--- src/rtl/prelude_pkg.sv ---
// Shared definitions for the core's register path and the RIO device port.
package prelude_pkg;

  localparam logic [2:0] RIO_ADDR = 3'b111;

  typedef logic [7:0] word_t;

endpackage

--- src/rtl/rio_fifo.sv ---
// Synchronous FIFO with a show-ahead head. A pop when empty is ignored.
// A push when full is taken only if a pop happens in the same cycle.
module rio_fifo #(
  parameter int DEPTH = 4,
  parameter int WIDTH = 8
) (
  input  logic                     clk,
  input  logic                     reset,
  input  logic                     push,
  input  logic [WIDTH-1:0]         push_data,
  input  logic                     pop,
  output logic                     full,
  output logic                     empty,
  output logic [$clog2(DEPTH):0]   count,
  output logic [WIDTH-1:0]         head
);

  localparam int AW = $clog2(DEPTH);
  localparam int CW = AW + 1;
  localparam logic [CW-1:0] FULL_CNT = CW'(DEPTH);

  logic [WIDTH-1:0] mem_q [DEPTH];
  logic [AW-1:0]    wr_ptr_q, wr_ptr_d;
  logic [AW-1:0]    rd_ptr_q, rd_ptr_d;
  logic [CW-1:0]    count_q, count_d;
  logic             push_eff, pop_eff;

  assign full  = (count_q == FULL_CNT);
  assign empty = (count_q == '0);
  assign count = count_q;
  assign head  = mem_q[rd_ptr_q];

  always_comb begin
    pop_eff  = pop && !empty;
    push_eff = push && (!full || pop_eff);
    wr_ptr_d = push_eff ? wr_ptr_q + AW'(1) : wr_ptr_q;
    rd_ptr_d = pop_eff  ? rd_ptr_q + AW'(1) : rd_ptr_q;
    count_d  = count_q;
    case ({push_eff, pop_eff})
      2'b10:   count_d = count_q + CW'(1);
      2'b01:   count_d = count_q - CW'(1);
      default: count_d = count_q;
    endcase
  end

  always_ff @(posedge clk or posedge reset) begin
    if (reset) begin
      wr_ptr_q <= '0;
      rd_ptr_q <= '0;
      count_q  <= '0;
    end else begin
      wr_ptr_q <= wr_ptr_d;
      rd_ptr_q <= rd_ptr_d;
      count_q  <= count_d;
    end
  end

  // Storage is never reset; consumers gate the head on empty.
  always_ff @(posedge clk) begin
    if (push_eff) mem_q[wr_ptr_q] <= push_data;
  end

endmodule

--- src/rtl/rio_port.sv ---
// Device-side end of the RIO register: CPU writes feed a TX FIFO toward the
// device, device bytes fill an RX FIFO that the CPU reads from.
module rio_port
  import prelude_pkg::*;
#(
  parameter int DEPTH = 4,
  parameter int WIDTH = $bits(word_t)
) (
  input  logic                   clk,
  input  logic                   reset,
  input  logic                   cpu_wr,
  input  logic [WIDTH-1:0]       cpu_wdata,
  input  logic                   cpu_rd,
  output logic [WIDTH-1:0]       cpu_rdata,
  output logic [WIDTH-1:0]       tx_data,
  output logic                   tx_valid,
  input  logic                   tx_ready,
  input  logic [WIDTH-1:0]       rx_data,
  input  logic                   rx_valid,
  output logic                   rx_ready,
  output logic [$clog2(DEPTH):0] tx_count,
  output logic [$clog2(DEPTH):0] rx_count,
  output logic                   tx_overflow,
  output logic                   rx_underflow,
  input  logic                   flag_clr
);

  // Handshakes: a byte moves on the cycle valid && ready are both high.
  // tx_valid holds until accepted; rx_ready depends on RX occupancy only.

  logic             tx_full, tx_empty, rx_full, rx_empty;
  logic [WIDTH-1:0] tx_head, rx_head;
  logic             tx_overflow_q, tx_overflow_d;
  logic             rx_underflow_q, rx_underflow_d;

  rio_fifo #(.DEPTH(DEPTH), .WIDTH(WIDTH)) tx_fifo (
    .clk       (clk),
    .reset     (reset),
    .push      (cpu_wr),
    .push_data (cpu_wdata),
    .pop       (tx_ready),
    .full      (tx_full),
    .empty     (tx_empty),
    .count     (tx_count),
    .head      (tx_head)
  );

  rio_fifo #(.DEPTH(DEPTH), .WIDTH(WIDTH)) rx_fifo (
    .clk       (clk),
    .reset     (reset),
    .push      (rx_valid && rx_ready),
    .push_data (rx_data),
    .pop       (cpu_rd),
    .full      (rx_full),
    .empty     (rx_empty),
    .count     (rx_count),
    .head      (rx_head)
  );

  assign tx_valid     = !tx_empty;
  assign tx_data      = tx_empty ? '0 : tx_head;
  assign rx_ready     = !rx_full;
  assign cpu_rdata    = rx_empty ? '0 : rx_head;
  assign tx_overflow  = tx_overflow_q;
  assign rx_underflow = rx_underflow_q;

  // A full TX FIFO is non-empty, so tx_ready alone means a pop makes room.
  always_comb begin
    tx_overflow_d  = tx_overflow_q;
    rx_underflow_d = rx_underflow_q;
    if (cpu_wr && tx_full && !tx_ready) tx_overflow_d = 1'b1;
    if (cpu_rd && rx_empty)             rx_underflow_d = 1'b1;
    if (flag_clr) begin
      tx_overflow_d  = 1'b0;
      rx_underflow_d = 1'b0;
    end
  end

  always_ff @(posedge clk or posedge reset) begin
    if (reset) begin
      tx_overflow_q  <= 1'b0;
      rx_underflow_q <= 1'b0;
    end else begin
      tx_overflow_q  <= tx_overflow_d;
      rx_underflow_q <= rx_underflow_d;
    end
  end

endmodule

--- config.mk ---
export PLATFORM = sky130hd
export DESIGN_NAME = rio_port
export DESIGN_NICKNAME = d
export VERILOG_FILES = /design/src/rtl/prelude_pkg.sv /design/src/rtl/rio_fifo.sv /design/src/rtl/rio_port.sv
export SDC_FILE = /design/constraint.sdc
export NUM_CORES = 1
export LEC_CHECK = 0
export ABC_AREA = 1
export BUFFER_PORTS_ARGS = -buffer_cell sky130_fd_sc_hd__clkbuf_2
export CORE_ASPECT_RATIO = 0.6
export CORE_UTILIZATION = 35
export DETAILED_ROUTE_END_ITERATION = 12
export PLACE_DENSITY = 0.57
export SLEW_MARGIN = 0
export SYNTH_ARGS = -nofsm -noshare
export SYNTH_HDL_FRONTEND = slang
export SYNTH_SLANG_ARGS = --single-unit
export TNS_END_PERCENT = 50
--- constraint.sdc ---
create_clock -name clk -period 3.5 [get_ports clk]
set_input_delay 0.7 -clock clk [delete_from_list [all_inputs] [get_ports clk]]
set_output_delay 0.7 -clock clk [all_outputs]
set_load 0.005 [all_outputs]
==> summary.md, run 1 <==
## Setup path
- Required @ worst endpoint: 2800 ps
- reg-to-reg endpoint: rx_fifo.count[2]$_DFFE_PP0P_
- Setup crit end kind: primary output
- source of the worst register-to-register timing path: rx_fifo.count[0]$_DFFE_PP0P_
- start-to-end type of the worst setup path: reg2out
- R2R cell count: 10
- startpoint class of the critical path: register
- worst-case register-to-register setup slack: 1520 ps
- largest fanout on the critical path: 19
- arrival time at the worst endpoint: 1860 ps

## STA
- unrepaired setup endpoints after global routing: no
- final-report hold violation count: 0
- count of final max-slew check failures: 0
- # setup viols final: 0
- Rel. slew slack: 41.4%
- min Tclk post-route: 2560 ps
- slew at the pin closest to its max-slew limit: 876 ps
- final total negative setup slack: 0 ps
- maximum clock frequency: 391 MHz
- share of the clock period used by the worst path: 73.2%
- setup slack after layout: 940 ps
- Worst Skew: 4.52 ps

## Placement
- post-detailed-placement half-perimeter wirelength: 5.30 mm
- DP Worst Slack: 1230 ps
- Port-buffer cells: 48
- Placer Congestion: 0.738

## Yosys
- post-synthesis average cell area: 9.98 um^2
- count of yosys warnings during synthesis: 0
- post-synthesis sequential area ratio: 62.1%
- post-synthesis instance area: 3740 um^2
- area fraction of the dominant cell type after synthesis: 51.4%
- post-synthesis instance total: 375
- area leader, netlist: sky130_fd_sc_hd__edfxtp_1
- Synth area leaders: sky130_fd_sc_hd__edfxtp_1 51%, sky130_fd_sc_hd__dfrtp_1 11%, sky130_fd_sc_hd__inv_1 9.7%
- Netlist cell types: 19
- number of storage elements in the synthesis netlist: 80
- net count after synthesis: 410

## CTS
- post-CTS setup repair buffer count: 0
- sinks on the clock net: 80
- H-tree lvl count: 3
- clock slew at the register clock pins of the worst setup and hold paths: 60 ps
- number of instances resized during post-cts repair: 0
- TritonCTS clock tree: done
- Inserted Clock Buffers: 9
- Clock Path Buffers: 2
- clock root buffer: sky130_fd_sc_hd__clkbuf_16
- hold bufs inserted after CTS: 0
- clock latency of the later-clocked register in the worst-skew pair: 330 ps

## Job
- max_cap viols: 0

## Drt
- post-detailed-route count of antenna-violating nets: 0
- average wire length per cell after detail routing: 12.8 um
- wirelength, routed: 7.25 mm
- via density per instance: 4.34
- DRC errors left: 0
- First-pass DRT Iterations: 4
- DR iter-0 viols: 115
- total via count after detailed routing: 2,459

## Die
- core box area: 10,100 um^2
- # IOs: 49
- DIE HEIGHT: 82.1 um
- width of the die: 135 um
- effective utilization at floorplan: 37.0%
- floorplan die area: 11,100 um^2
- standard-cell rows: 28

## Finish
- post-route core utilization: 43.5%
- NumNets Final: 461
- final-layout fill cell count: 976
- synth-to-layout area growth: 17.8%
- share of final-layout standard cells stronger than drive strength 1: 17.4%
- Inserted Diodes: 0

## Global route
- overall routing resource usage: 14.3%
- total gr overflow: 0
- global-route wire length before repair: 11.5 mm
- initial antenna violation count: 0
- number of global-route vias before repair: 2,313
- largest net degree at the start of global routing: 20

## Power
- cell leakage power: 2.10 nW
- Cell Pwr Density: 841 nW/um^2
- maximum VDD drop: 0.000328 V

## Min path
- class of the worst hold path: in2async

## Outcome
- status: finished, final reports clean

-- Yosys cell counts, drive strengths merged --
master	count
dfrtp	16
o21ai	4
nand2	95
edfxtp	64
nand3	42
fa	2
a21oi	18
inv	99
nor2	10
xnor2	4
ha	10
clkbuf	1
nand4	3
buf	7
-- routing by layer --
layer  GRT usage, %  wire length [um]  vias up
met4           7.08               107        0
li1               -                 -     1276
met3           4.27               516       11
met1           20.4              3630     1112
met5              0                 0        -
met2           19.7              2990       60
-- cell usage in the layout (no fill, tap or decap), drive strengths merged, types with 3 or more instances in the layout --
master	netlist	routed
xnor2	4	4
clkbuf	1	58
nor2	10	10
nand4	3	3
ha	10	10
inv	99	99
dfrtp	16	16
nand2	95	95
a21oi	18	18
nand3	42	42
o21ai	4	4
edfxtp	64	64
-- layout make-up --
cell class                 count  area [um^2]  share of cell area, %
timing repair buffer          48          240                   5.45
tap                          135          169                   3.83
multi-input combinational    188          963                   21.9
clock inverter                 6         92.6                   2.10
clock buffer                  10          239                   5.42
inverter                      99          382                   8.66
sequential                    80         2320                   52.7
-- flip-flops by register name, summed over array words and instances (netlist names) --
signal and cells:
rx_fifo.count 3, rx_fifo.mem_q 32, rx_fifo.rd_ptr_q 2, rx_fifo.wr_ptr_q 2, rx_underflow 1, tx_fifo.count 3, tx_fifo.mem_q 32, tx_fifo.rd_ptr_q 2
tx_fifo.wr_ptr_q 2, tx_overflow 1
-- logic make-up after synthesis --
family,Yosys count,share of synthesized area [%]
buf+inv,107,12.2
xor+xnor,4,0.936
compound gates,22,3.14
flops,80,62.1
simple gates,150,17.3
fa+ha+maj,12,4.41
-- worst max-delay path: stages (launching register included) --
cell and delay [ps]:
sky130_fd_sc_hd__dfrtp_1 850, sky130_fd_sc_hd__inv_6 170, sky130_fd_sc_hd__nand2_1 110, sky130_fd_sc_hd__nand3_1 90, sky130_fd_sc_hd__a21oi_1 160, sky130_fd_sc_hd__clkbuf_2 130
-- power breakdown --
| group | internal (mW) | leakage [nW] | switching (mW) |
|---|---|---|---|
| registers | 1.27 | 0.783 | 0.214 |
| logic | 0.476 | 1.16 | 0.750 |
| clock network | 0.645 | 0.155 | 0.356 |
| total | 2.39 | 2.10 | 1.32 |
-- through the flow --
| step | hold WS (ps) | cell area, um^2 | power, mW | std cells |
|---|---|---|---|---|
| 2_1_floorplan | 484 | 3740 | 2.33 | 375 |
| 3_3_place_gp | 492 | 4080 | 2.71 | 550 |
| 3_5_place_dp | 494 | 4080 | 2.74 | 550 |
| 4_1_cts | 466 | 4410 | 3.75 | 566 |
| 5_1_grt | 494 | 4410 | 3.99 | 566 |
| 6_report | 441 | 4410 | 3.71 | 566 |
-- worst max-delay path by stage --
stage,from,end
after floorplan,tx_ready,tx_fifo.count[2]$_DFFE_PP0P_
after global placement,tx_ready,tx_fifo.count[2]$_DFFE_PP0P_
after detailed placement,tx_ready,tx_fifo.count[2]$_DFFE_PP0P_
after CTS,tx_fifo.rd_ptr_q[0]$_DFFE_PP0N_,tx_data[0]
after global routing,rx_fifo.rd_ptr_q[0]$_DFFE_PP0P_,cpu_rdata[4]
final,tx_fifo.rd_ptr_q[0]$_DFFE_PP0N_,tx_data[1]
No activity file was read; power rests on OpenSTA's default activity.
==> run 2, diff against run 1 <==
Clock period 3.5 ns to 2.55 ns, I/O delays scaled along.
==> summary.md, run 2 (same netlist as run 1, synthesis figures left out) <==
## Die
- effective utilization at floorplan: 37.0%
- standard-cell rows: 28
- DIE HEIGHT: 82.1 um
- # IOs: 49
- width of the die: 135 um
- core box area: 10,100 um^2
- floorplan die area: 11,100 um^2

## Power
- Cell Pwr Density: 1130 nW/um^2
- switching power: 1.88 mW
- power share of the clock group: 24.5%
- share of total power consumed by net switching: 37.4%
- Internal Power: 3.14 mW
- fraction of power consumed by sequential logic: 38.8%
- total power: 5.02 mW
- maximum VDD drop: 0.000404 V
- cell leakage power: 2.15 nW
- Comb power frac: 36.7%

## Finish
- final-layout fill cell count: 947
- NumNets Final: 472
- synth-to-layout area growth: 18.8%
- registers with the highest flip-flop counts: rx_fifo.mem_q: 32 flops, tx_fifo.mem_q: 32 flops
- sequential cell area: 2320 um^2
- Multi-input gate area: 963 um^2
- share of final-layout standard cells stronger than drive strength 1: 19.5%
- most frequent standard cell in the layout excluding fill and tap cells: sky130_fd_sc_hd__inv_1
- Inserted Diodes: 0
- Layout Cell Area excl Fill: 4450 um^2
- commonest cells after routing, fill and taps aside: 97 x sky130_fd_sc_hd__inv_1, 90 x sky130_fd_sc_hd__nand2_1, 64 x sky130_fd_sc_hd__edfxtp_1
- post-route core utilization: 43.9%

## CTS
- Clock Path Buffers: 2
- H-tree lvl count: 3
- clock slew at the register clock pins of the worst setup and hold paths: 70 ps
- clock root buffer: sky130_fd_sc_hd__clkbuf_16
- TritonCTS clock tree: done
- number of instances resized during post-cts repair: 0
- Inserted Clock Buffers: 9
- clock latency of the later-clocked register in the worst-skew pair: 340 ps
- sinks on the clock net: 80
- post-CTS setup repair buffer count: 0
- hold bufs inserted after CTS: 0

## Setup path
- largest fanout on the critical path: 11
- startpoint class of the critical path: register
- source of the worst register-to-register timing path: rx_fifo.count[0]$_DFFE_PP0P_
- reg-to-reg endpoint: rx_fifo.count[2]$_DFFE_PP0P_
- Required @ worst endpoint: 2040 ps
- worst-case register-to-register setup slack: 540 ps
- R2R cell count: 10
- Setup crit end kind: primary output
- start-to-end type of the worst setup path: reg2out
- arrival time at the worst endpoint: 1650 ps

## STA
- Worst Skew: 6.58 ps
- min Tclk post-route: 2160 ps
- share of the clock period used by the worst path: 84.6%
- maximum clock frequency: 463 MHz
- final total negative setup slack: 0 ps
- final-report hold violation count: 0
- Rel. slew slack: 55.4%
- unrepaired setup endpoints after global routing: no
- slew at the pin closest to its max-slew limit: 668 ps
- count of final max-slew check failures: 0
- # setup viols final: 0
- worst hold slack after final layout: 235 ps

## Drt
- DRC errors left: 0
- via density per instance: 4.34
- total via count after detailed routing: 2,504
- average wire length per cell after detail routing: 12.9 um
- post-detailed-route count of antenna-violating nets: 0
- DR iter-0 viols: 132
- wirelength, routed: 7.42 mm
- First-pass DRT Iterations: 4

## Global route
- number of global-route vias before repair: 2,469
- overall routing resource usage: 14.9%
- total gr overflow: 0
- global-route wire length before repair: 12.0 mm
- initial antenna violation count: 0
- largest net degree at the start of global routing: 18

## Outcome
- status: finished, final reports clean

## Placement
- post-detailed-placement half-perimeter wirelength: 5.41 mm
- total cell area at the placement stage: 4160 um^2
- Port-buffer cells: 48
- Placer Congestion: 0.725

## Min path
- class of the worst hold path: in2async

## Job
- max_cap viols: 0

[run 2: cell types whose count changed in the layout (fill, tap and decap cells not counted)]
cell / previous run / this run
sky130_fd_sc_hd__buf_4: 0 / 11
sky130_fd_sc_hd__clkbuf_8: 1 / 0
sky130_fd_sc_hd__inv_6: 2 / 7
sky130_fd_sc_hd__bufinv_16: 2 / 0
sky130_fd_sc_hd__clkinvlp_4: 2 / 0
[run 2: area by class of cell]
class                           instances  area share (%)
Sequential cell                        80            52.2
Multi-Input combinational cell        188            21.7
Inverter                               99            8.58
Timing Repair Buffer                   59            7.26
Clock buffer                            9            5.07
Tap cell                              135            3.80
Clock inverter                          7            1.38
[run 2: worst max path at each step]
stage	startpoint	end	slack (ps)
floorplan	tx_ready	tx_fifo.count[2]$_DFFE_PP0P_	770
global placement	tx_ready	tx_fifo.count[2]$_DFFE_PP0P_	570
detailed placement	tx_ready	tx_fifo.count[2]$_DFFE_PP0P_	480
CTS	rx_fifo.rd_ptr_q[1]$_DFFE_PP0P_	cpu_rdata[2]	360
global route	rx_fifo.rd_ptr_q[1]$_DFFE_PP0P_	cpu_rdata[2]	260
finish	rx_fifo.rd_ptr_q[1]$_DFFE_PP0P_	cpu_rdata[2]	390
[run 2: worst max-delay path, stage by stage, from the launching register on]
cell and delay, ps:
sky130_fd_sc_hd__dfrtp_1 530, sky130_fd_sc_hd__inv_1 340, sky130_fd_sc_hd__nand3_1 120, sky130_fd_sc_hd__a21oi_1 170, sky130_fd_sc_hd__clkbuf_2 140
[run 2: through the flow]
stage,setup WS (ps),std cells
3_5_place_dp,478,561
6_report,392,577
4_1_cts,357,577
5_1_grt,257,577
3_3_place_gp,568,561
2_1_floorplan,766,375
[run 2: layer usage]
| layer | routed length [um] | up-vias | global-route usage [%] | share of wire [%] |
|---|---|---|---|---|
| met5 | 0 | - | 0 | 0 |
| met4 | 95 | 0 | 6.07 | 1.3 |
| met3 | 386 | 9 | 4.88 | 5.2 |
| met2 | 3240 | 49 | 22.4 | 44 |
| met1 | 3700 | 1153 | 19.8 | 50 |
| li1 | - | 1293 | - | - |
[run 2: power groups by stage]
stage / combinational, mW / clock (mW) / sequential, mW
2_1_floorplan: 1.32 / 0 / 1.88
3_3_place_gp: 1.83 / 0 / 1.97
3_5_place_dp: 1.87 / 0 / 1.98
4_1_cts: 1.88 / 1.26 / 1.96
5_1_grt: 2.12 / 1.31 / 1.99
6_report: 1.84 / 1.23 / 1.95
==> run 3, diff against run 2 <==
Clock period 2.55 ns to 2.1 ns, I/O delays scaled along.
==> summary.md, run 3 (same netlist as run 1, synthesis figures left out) <==
## Finish
- sequential cell area: 2320 um^2
- final-layout fill cell count: 948
- NumNets Final: 473
- share of final-layout standard cells stronger than drive strength 1: 21.0%
- Inserted Diodes: 0
- commonest cells after routing, fill and taps aside: 95 x sky130_fd_sc_hd__inv_1, 89 x sky130_fd_sc_hd__nand2_1, 64 x sky130_fd_sc_hd__edfxtp_1
- registers with the highest flip-flop counts: rx_fifo.mem_q: 32 flops, tx_fifo.mem_q: 32 flops
- Multi-input gate area: 977 um^2
- most frequent standard cell in the layout excluding fill and tap cells: sky130_fd_sc_hd__inv_1
- synth-to-layout area growth: 19.8%

## Placement
- post-detailed-placement half-perimeter wirelength: 5.38 mm
- Placer Congestion: 0.742
- Port-buffer cells: 48

## Min path
- class of the worst hold path: in2async

## Setup path
- worst path buffer plus inverter count: 2
- crit path cell chain: buf_4, nand2_1, nand3_1, a21oi_1, clkbuf_2
- startpoint class of the critical path: register
- Crit path max-delay family: flip-flops
- arrival time at the worst endpoint: 1510 ps
- largest fanout on the critical path: 10
- critical path's largest stage delay: 500 ps
- start-to-end type of the worst setup path: reg2out
- Setup crit end kind: primary output
- Worst path slowest cell: sky130_fd_sc_hd__dfrtp_2
- Required @ worst endpoint: 1680 ps

## STA
- worst hold slack after final layout: 145 ps
- slew at the pin closest to its max-slew limit: 653 ps
- unrepaired setup endpoints after global routing: no
- share of the clock period used by the worst path: 91.8%
- final-report hold violation count: 0
- Rel. slew slack: 56.4%
- Worst Skew: 6.94 ps
- count of final max-slew check failures: 0
- # setup viols final: 0
- final total negative setup slack: 0 ps
- min Tclk post-route: 1930 ps
- maximum clock frequency: 519 MHz

## CTS
- Inserted Clock Buffers: 9
- TritonCTS clock tree: done
- number of instances resized during post-cts repair: 0
- clock slew at the register clock pins of the worst setup and hold paths: 60 ps
- sinks on the clock net: 80
- H-tree lvl count: 3
- hold bufs inserted after CTS: 0
- clock latency of the later-clocked register in the worst-skew pair: 330 ps
- Clock Path Buffers: 2
- post-CTS setup repair buffer count: 0
- clock root buffer: sky130_fd_sc_hd__clkbuf_16

## Power
- cell leakage power: 2.15 nW
- maximum VDD drop: 0.000519 V
- total power: 6.19 mW
- Cell Pwr Density: 1380 nW/um^2

## Global route
- total gr overflow: 0
- overall routing resource usage: 14.8%
- initial antenna violation count: 0
- largest net degree at the start of global routing: 18
- number of global-route vias before repair: 2,368
- global-route wire length before repair: 12.0 mm

## Die
- width of the die: 135 um
- standard-cell rows: 28
- core box area: 10,100 um^2
- effective utilization at floorplan: 37.0%
- floorplan die area: 11,100 um^2
- # IOs: 49
- DIE HEIGHT: 82.1 um

## Drt
- First-pass DRT Iterations: 4
- total via count after detailed routing: 2,471
- wirelength, routed: 7.34 mm
- DRC errors left: 0
- via density per instance: 4.28
- average wire length per cell after detail routing: 12.7 um
- DR iter-0 viols: 121
- post-detailed-route count of antenna-violating nets: 0

## Outcome
- status: finished, final reports clean

## Job
- max_cap viols: 0

==> run 3: cell types whose count changed in the layout (fill, tap and decap cells not counted), moves of 2 or more <==
cell	before	now
sky130_fd_sc_hd__inv_6	7	2
sky130_fd_sc_hd__clkinvlp_4	0	2
sky130_fd_sc_hd__clkinv_2	0	2
sky130_fd_sc_hd__inv_1	97	95
==> run 3: report_power, final <==
group	total, mW	leakage [nW]	internal, mW	switching (mW)
clock network	1.53	0.145	0.950	0.584
logic	2.33	1.22	0.908	1.42
registers	2.33	0.782	2.11	0.214
==> run 3: per-layer routing <==
layer  GRT usage (%)  part of all wire (%)  up-vias
met4            6.18                   1.5        0
met5               0                     0        -
met1            20.2                    51     1128
li1                -                     -     1291
met3            4.64                   4.5       10
met2            22.1                    43       42
==> run 3: path summary, 6_finish.rpt <==
kind | end | cells past startpoint | slack, ps | from
worst max-delay path | cpu_rdata[2] | 5 | 170 | rx_fifo.rd_ptr_q[0]$_DFFE_PP0P_
worst min-delay path | rx_fifo.wr_ptr_q[1]$_DFFE_PP0P_ | 2 | 150 | reset
worst max register to register | rx_fifo.count[2]$_DFFE_PP0P_ | 10 | 210 | rx_fifo.count[0]$_DFFE_PP0P_
worst min register to register | tx_fifo.count[2]$_DFFE_PP0P_ | 2 | 510 | tx_fifo.count[2]$_DFFE_PP0P_
max in group asynchronous | rx_fifo.rd_ptr_q[0]$_DFFE_PP0P_ | 2 | 1490 | reset
min in group clk | tx_overflow$_DFFE_PP0P_ | 2 | 270 | flag_clr
==> run 3: cell type report <==
type | count | area share, %
flip-flops and latches | 80 | 51.8
multi-input cells | 188 | 21.8
inverters | 99 | 8.59
repair buffers | 60 | 7.37
clock buffers | 11 | 5.41
well taps | 135 | 3.77
clock inverters | 5 | 1.26
==> run 3: per-stage QoR <==
| step | setup WS, ps | utilization [%] | cell area [um^2] | instances |
|---|---|---|---|---|
| final | 173 | 44.3 | 4480 | 578 |
| after global routing | 15.4 | 44.3 | 4480 | 578 |
| after CTS | 59.9 | 44.1 | 4470 | 578 |
| after detailed placement | 144 | 41.2 | 4170 | 562 |
| after global placement | 197 | 41.2 | 4170 | 562 |
| after floorplan | 325 | - | 3740 | 375 |
